### src/rtl/alu_pkg.sv
// Shared types for the 4-bit ALU command path: opcodes, the command word
// and the feeder sequencing states.
package alu_pkg;

    localparam logic [1:0] MODE_ADD = 2'b00;
    localparam logic [1:0] MODE_AND = 2'b01;
    localparam logic [1:0] MODE_GT  = 2'b10;
    localparam logic [1:0] MODE_SHR = 2'b11;

    typedef struct packed {
        logic [1:0] mode;
        logic [3:0] a;
        logic [3:0] b;
    } alu_cmd_t;

    typedef enum logic [1:0] {
        IDLE = 2'd0,
        EXEC = 2'd1,
        HOLD = 2'd2
    } feeder_state_e;

endpackage

### src/rtl/alu_cmd_feeder_if.sv
// Bundle of the feeder's command, ALU and result signals. The slave modport
// is the feeder's view; the master modport is the surrounding system's view.
interface alu_cmd_feeder_if #(
    parameter int DEPTH = 4
) ();
    import alu_pkg::*;

    logic                     in_valid;
    logic                     in_ready;
    logic [1:0]               in_mode;
    logic [3:0]               in_a;
    logic [3:0]               in_b;

    logic [1:0]               alu_mode;
    logic [3:0]               alu_a;
    logic [3:0]               alu_b;
    logic [7:0]               alu_out;

    logic                     res_valid;
    logic                     res_ready;
    logic [7:0]               res_data;
    logic [1:0]               res_mode;

    logic [$clog2(DEPTH):0]   count;
    logic                     busy;

    modport slave (
        input  in_valid, in_mode, in_a, in_b, alu_out, res_ready,
        output in_ready, alu_mode, alu_a, alu_b, res_valid, res_data, res_mode,
               count, busy
    );

    modport master (
        output in_valid, in_mode, in_a, in_b, alu_out, res_ready,
        input  in_ready, alu_mode, alu_a, alu_b, res_valid, res_data, res_mode,
               count, busy
    );

endinterface

### src/rtl/alu_cmd_fifo.sv
// Circular command buffer; occupancy is tracked explicitly so full and
// empty never depend on pointer comparison.
module alu_cmd_fifo
    import alu_pkg::*;
#(
    parameter int DEPTH = 4
) (
    input  logic                    clk,
    input  logic                    rst,
    input  logic                    push,
    input  alu_cmd_t                push_data,
    input  logic                    pop,
    output alu_cmd_t                pop_data,
    output logic [$clog2(DEPTH):0]  count,
    output logic                    full,
    output logic                    empty
);

    localparam int PW = $clog2(DEPTH);
    localparam int CW = PW + 1;

    alu_cmd_t          mem_q [DEPTH];
    logic [PW-1:0]     wr_ptr_q, wr_ptr_d;
    logic [PW-1:0]     rd_ptr_q, rd_ptr_d;
    logic [CW-1:0]     count_q, count_d;

    always_comb begin
        wr_ptr_d = wr_ptr_q;
        rd_ptr_d = rd_ptr_q;
        count_d  = count_q;
        if (push) begin
            wr_ptr_d = wr_ptr_q + PW'(1);
        end
        if (pop) begin
            rd_ptr_d = rd_ptr_q + PW'(1);
        end
        case ({push, pop})
            2'b10:   count_d = count_q + CW'(1);
            2'b01:   count_d = count_q - CW'(1);
            default: count_d = count_q;
        endcase
    end

    always_ff @(posedge clk or posedge rst) begin
        if (rst) begin
            wr_ptr_q <= '0;
            rd_ptr_q <= '0;
            count_q  <= '0;
        end else begin
            wr_ptr_q <= wr_ptr_d;
            rd_ptr_q <= rd_ptr_d;
            count_q  <= count_d;
        end
    end

    // Storage is left unreset; an entry is only read after it has been written.
    always_ff @(posedge clk) begin
        if (push) begin
            mem_q[wr_ptr_q] <= push_data;
        end
    end

    assign pop_data = mem_q[rd_ptr_q];
    assign count    = count_q;
    assign full     = (count_q == CW'(DEPTH));
    assign empty    = (count_q == '0);

endmodule

### src/rtl/alu_cmd_feeder.sv
// Command stage for the 4-bit ALU: buffers commands, issues them one at a
// time on registered operand ports and holds each result until consumed.
//
// state | meaning
// IDLE  | waiting for a buffered command; pops the head when one exists
// EXEC  | operands on the ALU; result is captured at the next edge
// HOLD  | result held on res_*; waits for res_ready
module alu_cmd_feeder
    import alu_pkg::*;
#(
    parameter int DEPTH = 4
) (
    input  logic               clk,
    input  logic               rst,
    alu_cmd_feeder_if.slave    bus
);

    localparam int CW = $clog2(DEPTH) + 1;

    feeder_state_e   state_q, state_d;
    logic [1:0]      alu_mode_q, alu_mode_d;
    logic [3:0]      alu_a_q, alu_a_d;
    logic [3:0]      alu_b_q, alu_b_d;
    logic            res_valid_q, res_valid_d;
    logic [7:0]      res_data_q, res_data_d;
    logic [1:0]      res_mode_q, res_mode_d;

    logic            push;
    logic            pop;
    logic            in_ready;
    logic            fifo_full;
    logic            fifo_empty;
    logic [CW-1:0]   fifo_count;
    alu_cmd_t        push_cmd;
    alu_cmd_t        head_cmd;

    // in_ready comes from the registered occupancy only, so a pop in the
    // same cycle never opens a slot for a push.
    assign in_ready = !fifo_full;
    assign push     = bus.in_valid && in_ready;

    assign push_cmd.mode = bus.in_mode;
    assign push_cmd.a    = bus.in_a;
    assign push_cmd.b    = bus.in_b;

    alu_cmd_fifo #(
        .DEPTH (DEPTH)
    ) u_fifo (
        .clk       (clk),
        .rst       (rst),
        .push      (push),
        .push_data (push_cmd),
        .pop       (pop),
        .pop_data  (head_cmd),
        .count     (fifo_count),
        .full      (fifo_full),
        .empty     (fifo_empty)
    );

    always_comb begin
        state_d     = state_q;
        pop         = 1'b0;
        alu_mode_d  = alu_mode_q;
        alu_a_d     = alu_a_q;
        alu_b_d     = alu_b_q;
        res_valid_d = res_valid_q;
        res_data_d  = res_data_q;
        res_mode_d  = res_mode_q;

        case (state_q)
            IDLE: begin
                if (!fifo_empty) begin
                    pop        = 1'b1;
                    alu_mode_d = head_cmd.mode;
                    alu_a_d    = head_cmd.a;
                    alu_b_d    = head_cmd.b;
                    state_d    = EXEC;
                end
            end
            EXEC: begin
                res_data_d  = bus.alu_out;
                res_mode_d  = alu_mode_q;
                res_valid_d = 1'b1;
                state_d     = HOLD;
            end
            HOLD: begin
                if (res_valid_q && bus.res_ready) begin
                    res_valid_d = 1'b0;
                    state_d     = IDLE;
                end
            end
            default: begin
                state_d = IDLE;
            end
        endcase
    end

    always_ff @(posedge clk or posedge rst) begin
        if (rst) begin
            state_q     <= IDLE;
            alu_mode_q  <= 2'b00;
            alu_a_q     <= 4'h0;
            alu_b_q     <= 4'h0;
            res_valid_q <= 1'b0;
            res_data_q  <= 8'h00;
            res_mode_q  <= 2'b00;
        end else begin
            state_q     <= state_d;
            alu_mode_q  <= alu_mode_d;
            alu_a_q     <= alu_a_d;
            alu_b_q     <= alu_b_d;
            res_valid_q <= res_valid_d;
            res_data_q  <= res_data_d;
            res_mode_q  <= res_mode_d;
        end
    end

    assign bus.in_ready  = in_ready;
    assign bus.alu_mode  = alu_mode_q;
    assign bus.alu_a     = alu_a_q;
    assign bus.alu_b     = alu_b_q;
    assign bus.res_valid = res_valid_q;
    assign bus.res_data  = res_data_q;
    assign bus.res_mode  = res_mode_q;
    assign bus.count     = fifo_count;
    assign bus.busy      = (state_q != IDLE);

endmodule

### src/flat_wrapper.sv
// flat-port wrapper written by rule: the top's interface ports become plain ports
module alu_cmd_feeder_flat import alu_pkg::*;
#(
    parameter int DEPTH = 4
)
  (clk, rst, bus_in_valid, bus_in_mode, bus_in_a, bus_in_b, bus_alu_out, bus_res_ready, bus_in_ready, bus_alu_mode, bus_alu_a, bus_alu_b, bus_res_valid, bus_res_data, bus_res_mode, bus_count, bus_busy);
  alu_cmd_feeder_if #(.DEPTH(DEPTH)) bus_i ();
  input  logic clk;
  input  logic rst;
  input wire logic [$bits(bus_i.in_valid)-1:0] bus_in_valid;
  input wire logic [$bits(bus_i.in_mode)-1:0] bus_in_mode;
  input wire logic [$bits(bus_i.in_a)-1:0] bus_in_a;
  input wire logic [$bits(bus_i.in_b)-1:0] bus_in_b;
  input wire logic [$bits(bus_i.alu_out)-1:0] bus_alu_out;
  input wire logic [$bits(bus_i.res_ready)-1:0] bus_res_ready;
  output wire logic [$bits(bus_i.in_ready)-1:0] bus_in_ready;
  output wire logic [$bits(bus_i.alu_mode)-1:0] bus_alu_mode;
  output wire logic [$bits(bus_i.alu_a)-1:0] bus_alu_a;
  output wire logic [$bits(bus_i.alu_b)-1:0] bus_alu_b;
  output wire logic [$bits(bus_i.res_valid)-1:0] bus_res_valid;
  output wire logic [$bits(bus_i.res_data)-1:0] bus_res_data;
  output wire logic [$bits(bus_i.res_mode)-1:0] bus_res_mode;
  output wire logic [$bits(bus_i.count)-1:0] bus_count;
  output wire logic [$bits(bus_i.busy)-1:0] bus_busy;
  assign bus_i.in_valid = bus_in_valid;
  assign bus_i.in_mode = bus_in_mode;
  assign bus_i.in_a = bus_in_a;
  assign bus_i.in_b = bus_in_b;
  assign bus_i.alu_out = bus_alu_out;
  assign bus_i.res_ready = bus_res_ready;
  assign bus_in_ready = bus_i.in_ready;
  assign bus_alu_mode = bus_i.alu_mode;
  assign bus_alu_a = bus_i.alu_a;
  assign bus_alu_b = bus_i.alu_b;
  assign bus_res_valid = bus_i.res_valid;
  assign bus_res_data = bus_i.res_data;
  assign bus_res_mode = bus_i.res_mode;
  assign bus_count = bus_i.count;
  assign bus_busy = bus_i.busy;
  alu_cmd_feeder #(.DEPTH(DEPTH)) u_core (.clk(clk), .rst(rst), .bus(bus_i));
endmodule
### config.mk
export PLATFORM = sky130hd
export DESIGN_NAME = alu_cmd_feeder_flat
export DESIGN_NICKNAME = d
export VERILOG_FILES = /design/src/rtl/alu_pkg.sv /design/src/rtl/alu_cmd_feeder_if.sv /design/src/rtl/alu_cmd_fifo.sv /design/src/rtl/alu_cmd_feeder.sv /design/src/flat_wrapper.sv
export SDC_FILE = /design/constraint.sdc
export NUM_CORES = 1
export LEC_CHECK = 0
export CORE_UTILIZATION = 56
export CTS_CLUSTER_DIAMETER = 150
export DETAILED_ROUTE_END_ITERATION = 12
export PLACE_DENSITY = 0.91
export SLEW_MARGIN = 20
export SYNTH_ARGS = -nofsm -noshare
export SYNTH_HDL_FRONTEND = slang
export SYNTH_SLANG_ARGS = --single-unit
### constraint.sdc
create_clock -name clk -period 3.3 [get_ports clk]
set_input_delay 0.495 -clock clk [delete_from_list [all_inputs] [get_ports clk]]
set_output_delay 0.495 -clock clk [all_outputs]
set_load 0.01 [all_outputs]
Word-level counts from Yosys, hierarchy flattened
Memory sizes are Yosys's and may differ from the RTL's. A register that Yosys moved wholly into a read port is not among the register bits.
Cells that the tools add are included.
{ "op_classes": {"addsub": 4, "eq_ne": 7, "n_mux": 10, "bitwise": 1, "n_reduce_logical": 11} }
{ "ops": {"columns": ["cell", "n"], "rows": [
  ["2-bit case mux with 3 select lines", 1],
  ["3-bit case mux with 2 select lines", 1],
  ["2-bit AND reduction", 3],
  ["2-bit nonzero test", 3],
  ["1-bit two-way mux", 5],
  ["2-bit by 1-bit adder with 2-bit output, second input constant", 2],
  ["2-bit by 1-bit equality test with 1-bit output, second input constant", 2],
  ["2-bit equality test, second input constant", 2],
  ["2-bit two-way mux", 2],
  ["3-bit by 1-bit adder with 3-bit output, second input constant", 1],
  ["3-bit equality test, second input constant", 1],
  ["3-bit zero test", 1],
  ["3-bit by 1-bit subtractor with 3-bit output, second input constant", 1],
  ["1-bit logical AND", 2],
  ["2-bit zero test", 1],
  ["2-bit by 1-bit inequality test with 1-bit output, second input constant", 1],
  ["2-bit inequality test, second input constant", 1],
  ["1-bit case mux with 2 select lines", 1],
  ["1-bit zero test", 1],
  ["1-bit NOT", 1]
]} }
{ "totals": {"reg_bits": 20, "mem_bits_rw": 40, "output_inout_bits": 26, "mem_count": 1} }
{ "memory_table": {"columns": ["memory", "depth", "word_bits", "rd", "rd_ports_with_merged_regs", "wr", "line", "rtl"], "rows": [
  ["u_core.u_fifo.mem_q", 4, 10, 1, 1, 1, "alu_cmd_fifo.sv:22", "alu_cmd_t mem_q [DEPTH];"]
]} }

Depth between registers and ports, before layout
Gate-level depths: netlist (run 1).
{ "logic_depth": {"word_depth": 5, "depth_mapped": 9, "ltp_nobuf": 9} }

Modules after synthesis
A second synthesis (run 1) with hierarchy kept.
{ "hier_totals": {"hier_cells": 147, "hier_area_um2": 2756.4} }
{ "by_module_without_submodules": {"columns": ["mod", "instances", "cells_per_inst", "area_per_inst_um2", "seq_area_each_um2"], "rows": [
  ["alu_cmd_fifo", 1, 89, 1849.3, 1376.3],
  ["alu_cmd_feeder", 1, 58, 907.1, 575.6]
]} }

Worst setup path before layout (run 1)
No wires, ideal clock.
{ "synth_path": {"path_kind": "register -> register", "from": "reg u_core.u_fifo.count_q[0] (netlist: u_core.u_fifo.count[0])", "to": "reg u_core.u_fifo.count_q[2] (netlist: u_core.u_fifo.count[2])", "setup_time_ns": 0.079, "arrival_time_ns": 2.076, "required_ns": 3.221, "slack_ns": 1.145, "stages_incl_launch_ff": 10, "n_path_buf": 0, "path_cell_list": "dfrtp_1 > or3b_4 > and2_4 > inv_1 > ha_1 > inv_1 > fa_1 > xor2_1 > nor2_1 > xor2_1"} }
{ "synth_via": {"elab_chain_cells": 5, "elab_cells_between_ends": 12} }
{ "synth_rtl": {"columns": ["element", "line", "rtl"], "rows": [
  ["start, declared", "alu_cmd_fifo.sv:25", "logic [CW-1:0] count_q, count_d;"],
  ["start signal, assigned", "alu_cmd_fifo.sv:52", "count_q <= count_d;"],
  ["3-bit equality test *", "alu_cmd_fifo.sv:65", "assign full = (count_q == CW'(DEPTH));"],
  ["1-bit zero test *", "alu_cmd_feeder.sv:39", "assign in_ready = !fifo_full;"],
  ["named net bus_in_ready", "flat_wrapper.sv:16", "output wire logic [$bits(bus_i.in_ready)-1:0] bus_in_ready;"],
  ["1-bit logical AND *", "alu_cmd_feeder.sv:40", "assign push = bus.in_valid && in_ready;"],
  ["2-bit by 1-bit equality test with 1-bit output or 2-bit equality test (tied branches)", "alu_cmd_fifo.sv:37", "case ({push, pop})"],
  ["3-bit case mux with 2 select lines or 2-bit nonzero test (tied branches)", null, null]
]} }
Mark *: on every way through the listed nets, which the timed path passes. The rest lies on a longest branch.
A chain may end at the register's enable or synchronous reset.

Worst setup path after layout (run 1)
{ "layout_path": {"from": "reg u_core.u_fifo.count_q[0] (netlist: u_core.u_fifo.count[0])", "to": "reg u_core.u_fifo.count_q[2] (netlist: u_core.u_fifo.count[2])"} }
{ "layout_via": {"elab_chain_cells": 5, "elab_cells_between_ends": 12} }
{ "layout_rtl": {"columns": ["element", "line"], "rows": [
  ["3-bit zero test or 3-bit equality test (tied branches)", "alu_cmd_fifo.sv:66, alu_cmd_fifo.sv:65"],
  ["1-bit two-way mux or 1-bit zero test (tied branches)", "alu_cmd_feeder.sv:72, alu_cmd_feeder.sv:39"],
  ["1-bit two-way mux or 1-bit logical AND (tied branches)", "alu_cmd_feeder.sv:70, alu_cmd_feeder.sv:40"],
  ["2-bit by 1-bit equality test with 1-bit output or 2-bit equality test (tied branches)", "alu_cmd_fifo.sv:37"],
  ["3-bit case mux with 2 select lines or 2-bit nonzero test (tied branches)", null]
]} }
Several ways; a longest one is shown, not always the timed one.

==> results of run 1 <==
-- cells by family after synthesis --
| family | count (synthesis) |
|---|---|
| flip-flops | 70 |
| multiplexers | 32 |
| AND/OR/NAND/NOR | 16 |
| buffers and inverters | 11 |
| XOR/XNOR | 6 |
| adder cells (fa/ha/maj) | 6 |
| AO/OA/AOI/OAI | 2 |
-- cell usage in the layout (no fill, tap or decap) --
| cell | netlist | routed |
|---|---|---|
| and3_1 | 4 | 4 |
| nor3b_1 | 1 | 1 |
| buf_4 | 1 | 2 |
| a21oi_1 | 1 | 1 |
| mux4_2 | 10 | 10 |
| nor3_2 | 1 | 1 |
| nor2b_1 | 2 | 2 |
| or3b_4 | 1 | 1 |
| nor2_2 | 1 | 1 |
| xnor2_1 | 2 | 2 |
| inv_1 | 7 | 7 |
| fa_1 | 1 | 1 |
| nor2_1 | 3 | 3 |
| xor2_1 | 4 | 4 |
| clkbuf_8 | 0 | 10 |
| or2_1 | 1 | 1 |
| edfxtp_1 | 40 | 40 |
| clkdlybuf4s50_1 | 0 | 47 |
| mux2_4 | 9 | 9 |
| mux2_2 | 9 | 9 |
| and2_4 | 1 | 1 |
| clkinv_2 | 0 | 2 |
| ha_1 | 5 | 5 |
| mux2_1 | 3 | 3 |
| mux2i_1 | 1 | 1 |
| a21o_1 | 1 | 1 |
| clkbuf_1 | 1 | 4 |
| nand2_1 | 1 | 1 |
| dfrtp_1 | 30 | 30 |
-- cell type report --
class	count	area, um^2	area share
flip-flops and latches	70	1950	0.563
clock buffers	14	153	0.0440
well taps	67	83.8	0.0242
inverters	7	26.3	0.00758
clock inverters	2	10.0	0.00289
multi-input cells	62	756	0.218
repair buffers	49	485	0.140
-- routing by layer --
| metal | GRT usage | up-vias |
|---|---|---|
| li1 | - | 639 |
| met3 | 0.0514 | 8 |
| met2 | 0.337 | 53 |
| met5 | 0 | - |
| met1 | 0.227 | 716 |
| met4 | 0.109 | 0 |
-- per-stage QoR --
| stage | setup WS [ns] | instance area (um^2) |
|---|---|---|
| after global placement | 1.09 | 3300 |
| after global routing | 0.939 | 3470 |
| after detailed placement | 0.983 | 3300 |
| final | 1.06 | 3470 |
| after CTS | 1.05 | 3470 |
| after floorplan | 1.14 | 2760 |
-- critical path, delay by kind of cell, from the launching register on --
kind,cells,cell delay (ns)
xor+xnor,2,0.33
fa+ha+maj,2,0.53
buf+inv,2,0.11
flops,1,0.44
simple gates,3,0.76
-- worst paths after layout --
| check | endpoint | slack, ns | depth (start not counted) |
|---|---|---|---|
| hold reg to reg | u_core.bus.res_data[6] | 0.48 | 1 |
| setup reg to reg | u_core.u_fifo.count[2] | 1.06 | 9 |
| max in group asynchronous | u_core.bus.alu_b[3] | 2.47 | 3 |
| setup / recovery | u_core.u_fifo.count[2] | 1.06 | 9 |
| hold / removal | u_core.bus.res_data[6] | 0.48 | 1 |
| min in group asynchronous | u_core.bus.alu_b[0] | 0.54 | 3 |
-- power by group --
part           total (mW)  internal (mW)  switching, mW
Combinational        1.31          0.801          0.506
Sequential           1.45           1.24          0.214
Clock               0.583          0.293          0.291
Total                3.34           2.33           1.01
-- state kept, by name (all words and copies together), names as in the netlist --
| signal | count |
|---|---|
| u_core.u_fifo.rd_ptr_q | 2 |
| u_core.bus.res_valid | 1 |
| u_core.bus.alu_a | 4 |
| u_core.u_fifo.mem_q | 40 |
| u_core.bus.res_mode | 2 |
| u_core.bus.alu_b | 4 |
| u_core.state_q | 2 |
| u_core.bus.res_data | 8 |
| u_core.u_fifo.wr_ptr_q | 2 |
| u_core.bus.alu_mode | 2 |
| u_core.u_fifo.count | 3 |
-- cell usage after synthesis --
cell type,n,share of area
buf_6,1,0.0041
nand2_1,1,0.0014
and2_4,1,0.0032
nor3_2,1,0.0036
mux2i_1,1,0.0036
or3b_4,1,0.0041
inv_1,7,0.0095
a21oi_1,1,0.0018
nor2_2,1,0.0023
mux2_1,3,0.012
a21o_1,1,0.0027
and3_1,4,0.0091
mux2_4,9,0.049
mux4_2,10,0.082
xor2_1,4,0.013
buf_2,1,0.0018
dfrtp_1,30,0.27
nor3b_1,1,0.0027
edfxtp_1,40,0.43
or2_1,1,0.0023
fa_1,1,0.0072
nor2_1,3,0.0041
mux2_2,9,0.037
clkbuf_1,1,0.0014
ha_1,5,0.023
nor2b_1,2,0.0045
buf_4,1,0.0027
xnor2_1,2,0.0063
==> flow_summary.toml, run 1 <==
[outcome]
status = "finished clean"

[power]
power_mw = 3.34
peakVddDrop_v = 0.000473
p_per_area_mw_per_mm2 = 964
cellLeakagePower_nw = 1.35

[yosys]
syn_inst = 143
synth_area_mm2 = 0.00276
synth_top_family_by_area = "multiplexers"
synth-simple-area-share = 0.0372
synth_seq_cells = 70
yosysWarnings = 0
synth_compound_area_frac = 0.00453
synth_cell_types = 28
syn-num-nets = 171
avgSynthCellArea_um2 = 19.3
synth-adder-area-share = 0.0299
ys_seq_area_frac = 0.707
synth_mux_area_frac = 0.183
synth-xor-area-share = 0.0190

[finish]
instances_no_fill = 271
fin_nets = 227
area_delta_synth_final_pct = 25.5
layout-drive-gt1-share = 0.225
fill_cells = 281
fin_util = 0.734
diodes = 0

[clock_network]
cts_tree = "done"
clk_latency_ns = 0.33
h-tree-depth = 3
cts_hold_buffers = 0
post-cts-setup-buffer-count = 0
cts_sinks = 70
cts_buffer_depth = 2
cts-buffers-inserted = 9
cts_resized = 0
root_buffer = "clkbuf_8"
clk_pin_slew_worst_paths_ns = 0.07

[floorplan]
io-pin-count = 48
initial_core_util = 0.585
die-area_mm2 = 0.00522
die-width_um = 72.2
die_h_um = 72.2
fp.coreArea_mm2 = 0.00472
num_rows = 25

[global_routing]
grt_start_max_net_pins = 31
antenna_found_initial = 0
overflow = 0
grt.total_usage = 0.197
grt_pass1_vias = 1482
grt_first_pass_wirelength_um = 7140

[placement]
portBuffers = 47
place_congestion = 0.704
hpwlAfterDp_um = 3150
dp_cells = 255

[timing]
hold_viol = 0
post-route-period-util = 0.679
finalMaxSlewViolations = 0
finalSetupTns_ns = 0
rsz0062_at_grt = "false"
worst_hold_slack_ns = 0.485
max_freq_mhz = 446
setup_violations = 0
tightest_slew_ns = 0.897
relSlewSlack = 0.401
fin_worst_skew_ns = 0.00659
layout_min_cycle_time_ns = 2.24

[setup_path]
cp-start-kind = "flip-flop"
worst-path-max-fanout = 6
worstReg2RegStart = "u_core.u_fifo.count[0]"
crit_chain = "or3b_4 > and2_4 > inv_1 > ha_1 > inv_1 > fa_1 > xor2_1 > nor2_1 > xor2_1"
critPathRequiredTime_ns = 3.54
arrival_ns = 2.49
startpoint = "u_core.u_fifo.count[0]"
crit_type = "flip-flop to flip-flop"
cpPeakStageDelay_ns = 0.45
end_kind = "flip-flop"
slowest_stage = "or3b_4"

[drt]
wire_per_inst_um = 17.0
via_count = 1416
firstDrtPassIters = 4
wl_met3_um = 222
drt-initial-drc-count = 55
drc = 0
highest_layer = "met4"
met1Wirelength_um = 1860
drtAntennaViolNets = 0
route.met2.wl_um = 2460
via_per_inst = 5.23
drt_wl_total_um = 4600

[flow_run]
cap_violations = 0

[worst_hold_path]
holdCritPathClass = "flip-flop to flip-flop"
min_from = "u_core.bus.res_data[6]"
Note: power is estimated with default switching activity, not from simulation.
==> run 2: changes to the inputs <==
CORE_UTILIZATION = 52   (was 56)
PLACE_DENSITY = 0.86   (was 0.91)
clock period = 2.3 ns   (was 3.3 ns; I/O delays follow)
==> run 2 against run 1 <==
Via count down 0.85%. Non-clock buffer count up 5. Power up 44%. Clock power up 36%. Wire length down 1.1%. Sequential share of layout area down 0.58 points. Flip-flop and latch count unchanged. Setup slack worse by 0.97 ns. Die area up 7.5%. Clock skew up 0.0028 ns.
==> flow_summary.toml, run 2 (synthesis gave the netlist of run 1 again) <==
[global_routing]
grt_start_max_net_pins = 31
overflow = 0
antenna_found_initial = 0
grt.total_usage = 0.189
grt_first_pass_wirelength_um = 7110
grt_pass1_vias = 1458

[worst_hold_path]
holdCritPathClass = "input pin to async pin"

[setup_path]
critical_path_depth = 9
cpPeakStageDelay_ns = 0.43
critPathRequiredTime_ns = 2.56
reg2reg_setup_slack_ns = 0.09
r2r_cells = 9
end_kind = "flip-flop"
r2r-end = "u_core.u_fifo.count[2]"
slowest_stage = "or3b_4"
worst-path-max-fanout = 4
crit_chain = "or3b_4 > and2_4 > inv_1 > ha_2 > inv_1 > fa_2 > xor2_1 > nor2_1 > xor2_1"
cp_top_family = "simple AND/OR/NAND/NOR gates"
critPathBufInv = 2
worstReg2RegStart = "u_core.u_fifo.count[1]"
cp-start-kind = "flip-flop"
arrival_ns = 2.47
crit_type = "flip-flop to flip-flop"

[floorplan]
die_h_um = 74.9
die-area_mm2 = 0.00561
fp.coreArea_mm2 = 0.00511
num_rows = 26
io-pin-count = 48
die-width_um = 74.9
initial_core_util = 0.541

[timing]
hold_viol = 0
setup_violations = 0
fin_worst_skew_ns = 0.00940
finalSetupTns_ns = 0
post-route-period-util = 0.961
relSlewSlack = 0.655
worst_hold_slack_ns = 0.392
max_freq_mhz = 452
tightest_slew_ns = 0.518
rsz0062_at_grt = "false"
finalMaxSlewViolations = 0
layout_min_cycle_time_ns = 2.21

[finish]
diodes = 0
final_cell_area_mm2 = 0.00350
layout_commonest_cell = "clkdlybuf4s50_1"
fill_cells = 341
mostFrequentLayoutCells = "clkdlybuf4s50_1 (47), edfxtp_1 (40), dfrtp_1 (30), mux4_2 (10)"
fin_util = 0.686
fin_nets = 232
area_delta_synth_final_pct = 26.8
layout-drive-gt1-share = 0.249
top_register = "u_core.u_fifo.mem_q"
largest_reg_flops = 40

[drt]
wire_per_inst_um = 16.3
firstDrtPassIters = 4
drc = 0
drt_wl_total_um = 4550
drt-initial-drc-count = 58
drtAntennaViolNets = 0
via_per_inst = 5.03
via_count = 1404

[placement]
place_congestion = 0.714
postPlaceCellArea_mm2 = 0.00333
hpwlAfterDp_um = 3230
portBuffers = 47

[power]
p_per_area_mw_per_mm2 = 1370
peakVddDrop_v = 0.000700
power_mw = 4.80
cellLeakagePower_nw = 1.36

[clock_network]
cts_buffer_depth = 2
cts_sinks = 70
root_buffer = "clkbuf_8"
clk_latency_ns = 0.34
clk_pin_slew_worst_paths_ns = 0.07
cts_tree = "done"
h-tree-depth = 3
cts-buffers-inserted = 9

[flow_run]
cap_violations = 0

[outcome]
status = "finished clean"
[run 2: power by group]
| group | internal (mW) | switching (mW) |
|---|---|---|
| registers | 1.78 | 0.240 |
| clock network | 0.390 | 0.405 |
| logic | 1.20 | 0.781 |
[run 2: how the worst max path moves through the flow]
stage                                         to                    from
final                     u_core.u_fifo.count[2]  u_core.u_fifo.count[1]
after global routing      u_core.u_fifo.count[2]  u_core.u_fifo.count[1]
after CTS                 u_core.u_fifo.count[2]  u_core.u_fifo.count[2]
after detailed placement  u_core.u_fifo.count[2]  u_core.u_fifo.count[2]
after global placement    u_core.u_fifo.count[2]  u_core.u_fifo.count[2]
after floorplan           u_core.u_fifo.count[2]  u_core.u_fifo.count[0]
[run 2: final cells by class]
type / instances / area [um^2] / share of cell area
clock inverters: 2 / 10.0 / 0.00286
multi-input cells: 62 / 761 / 0.217
inverters: 7 / 26.3 / 0.00750
well taps: 70 / 87.6 / 0.0250
clock buffers: 14 / 143 / 0.0407
repair buffers: 54 / 523 / 0.149
flip-flops and latches: 70 / 1950 / 0.557
[run 2: worst reg2reg max path: cells and delay by family, from the launching register on]
family                     cells  cell delay [ns]
adders and majority gates      2             0.52
xor gates and xnor gates       2             0.32
DFF                            1             0.42
buffers and inverters          2             0.12
and+or+nand+nor                3             0.76
[run 2: per-stage QoR]
| step | setup slack [ns] | instances |
|---|---|---|
| after floorplan | 0.145 | 143 |
| after global placement | 0.209 | 261 |
| after detailed placement | 0.0542 | 261 |
| after CTS | 0.0321 | 277 |
| after global routing | 0.000165 | 279 |
| final | 0.0897 | 279 |
[run 2: timing repair]
action,CTS,global route
setup buffers,0,2
setup endpoints to repair,0,1
gates resized for setup,0,2
hold buffers,0,0
[run 2: metal layers]
layer  routed length, um  track usage
met2                2420        0.301
met3                 149       0.0495
met1                1870        0.230
met5                   0            0
met4                 112        0.126
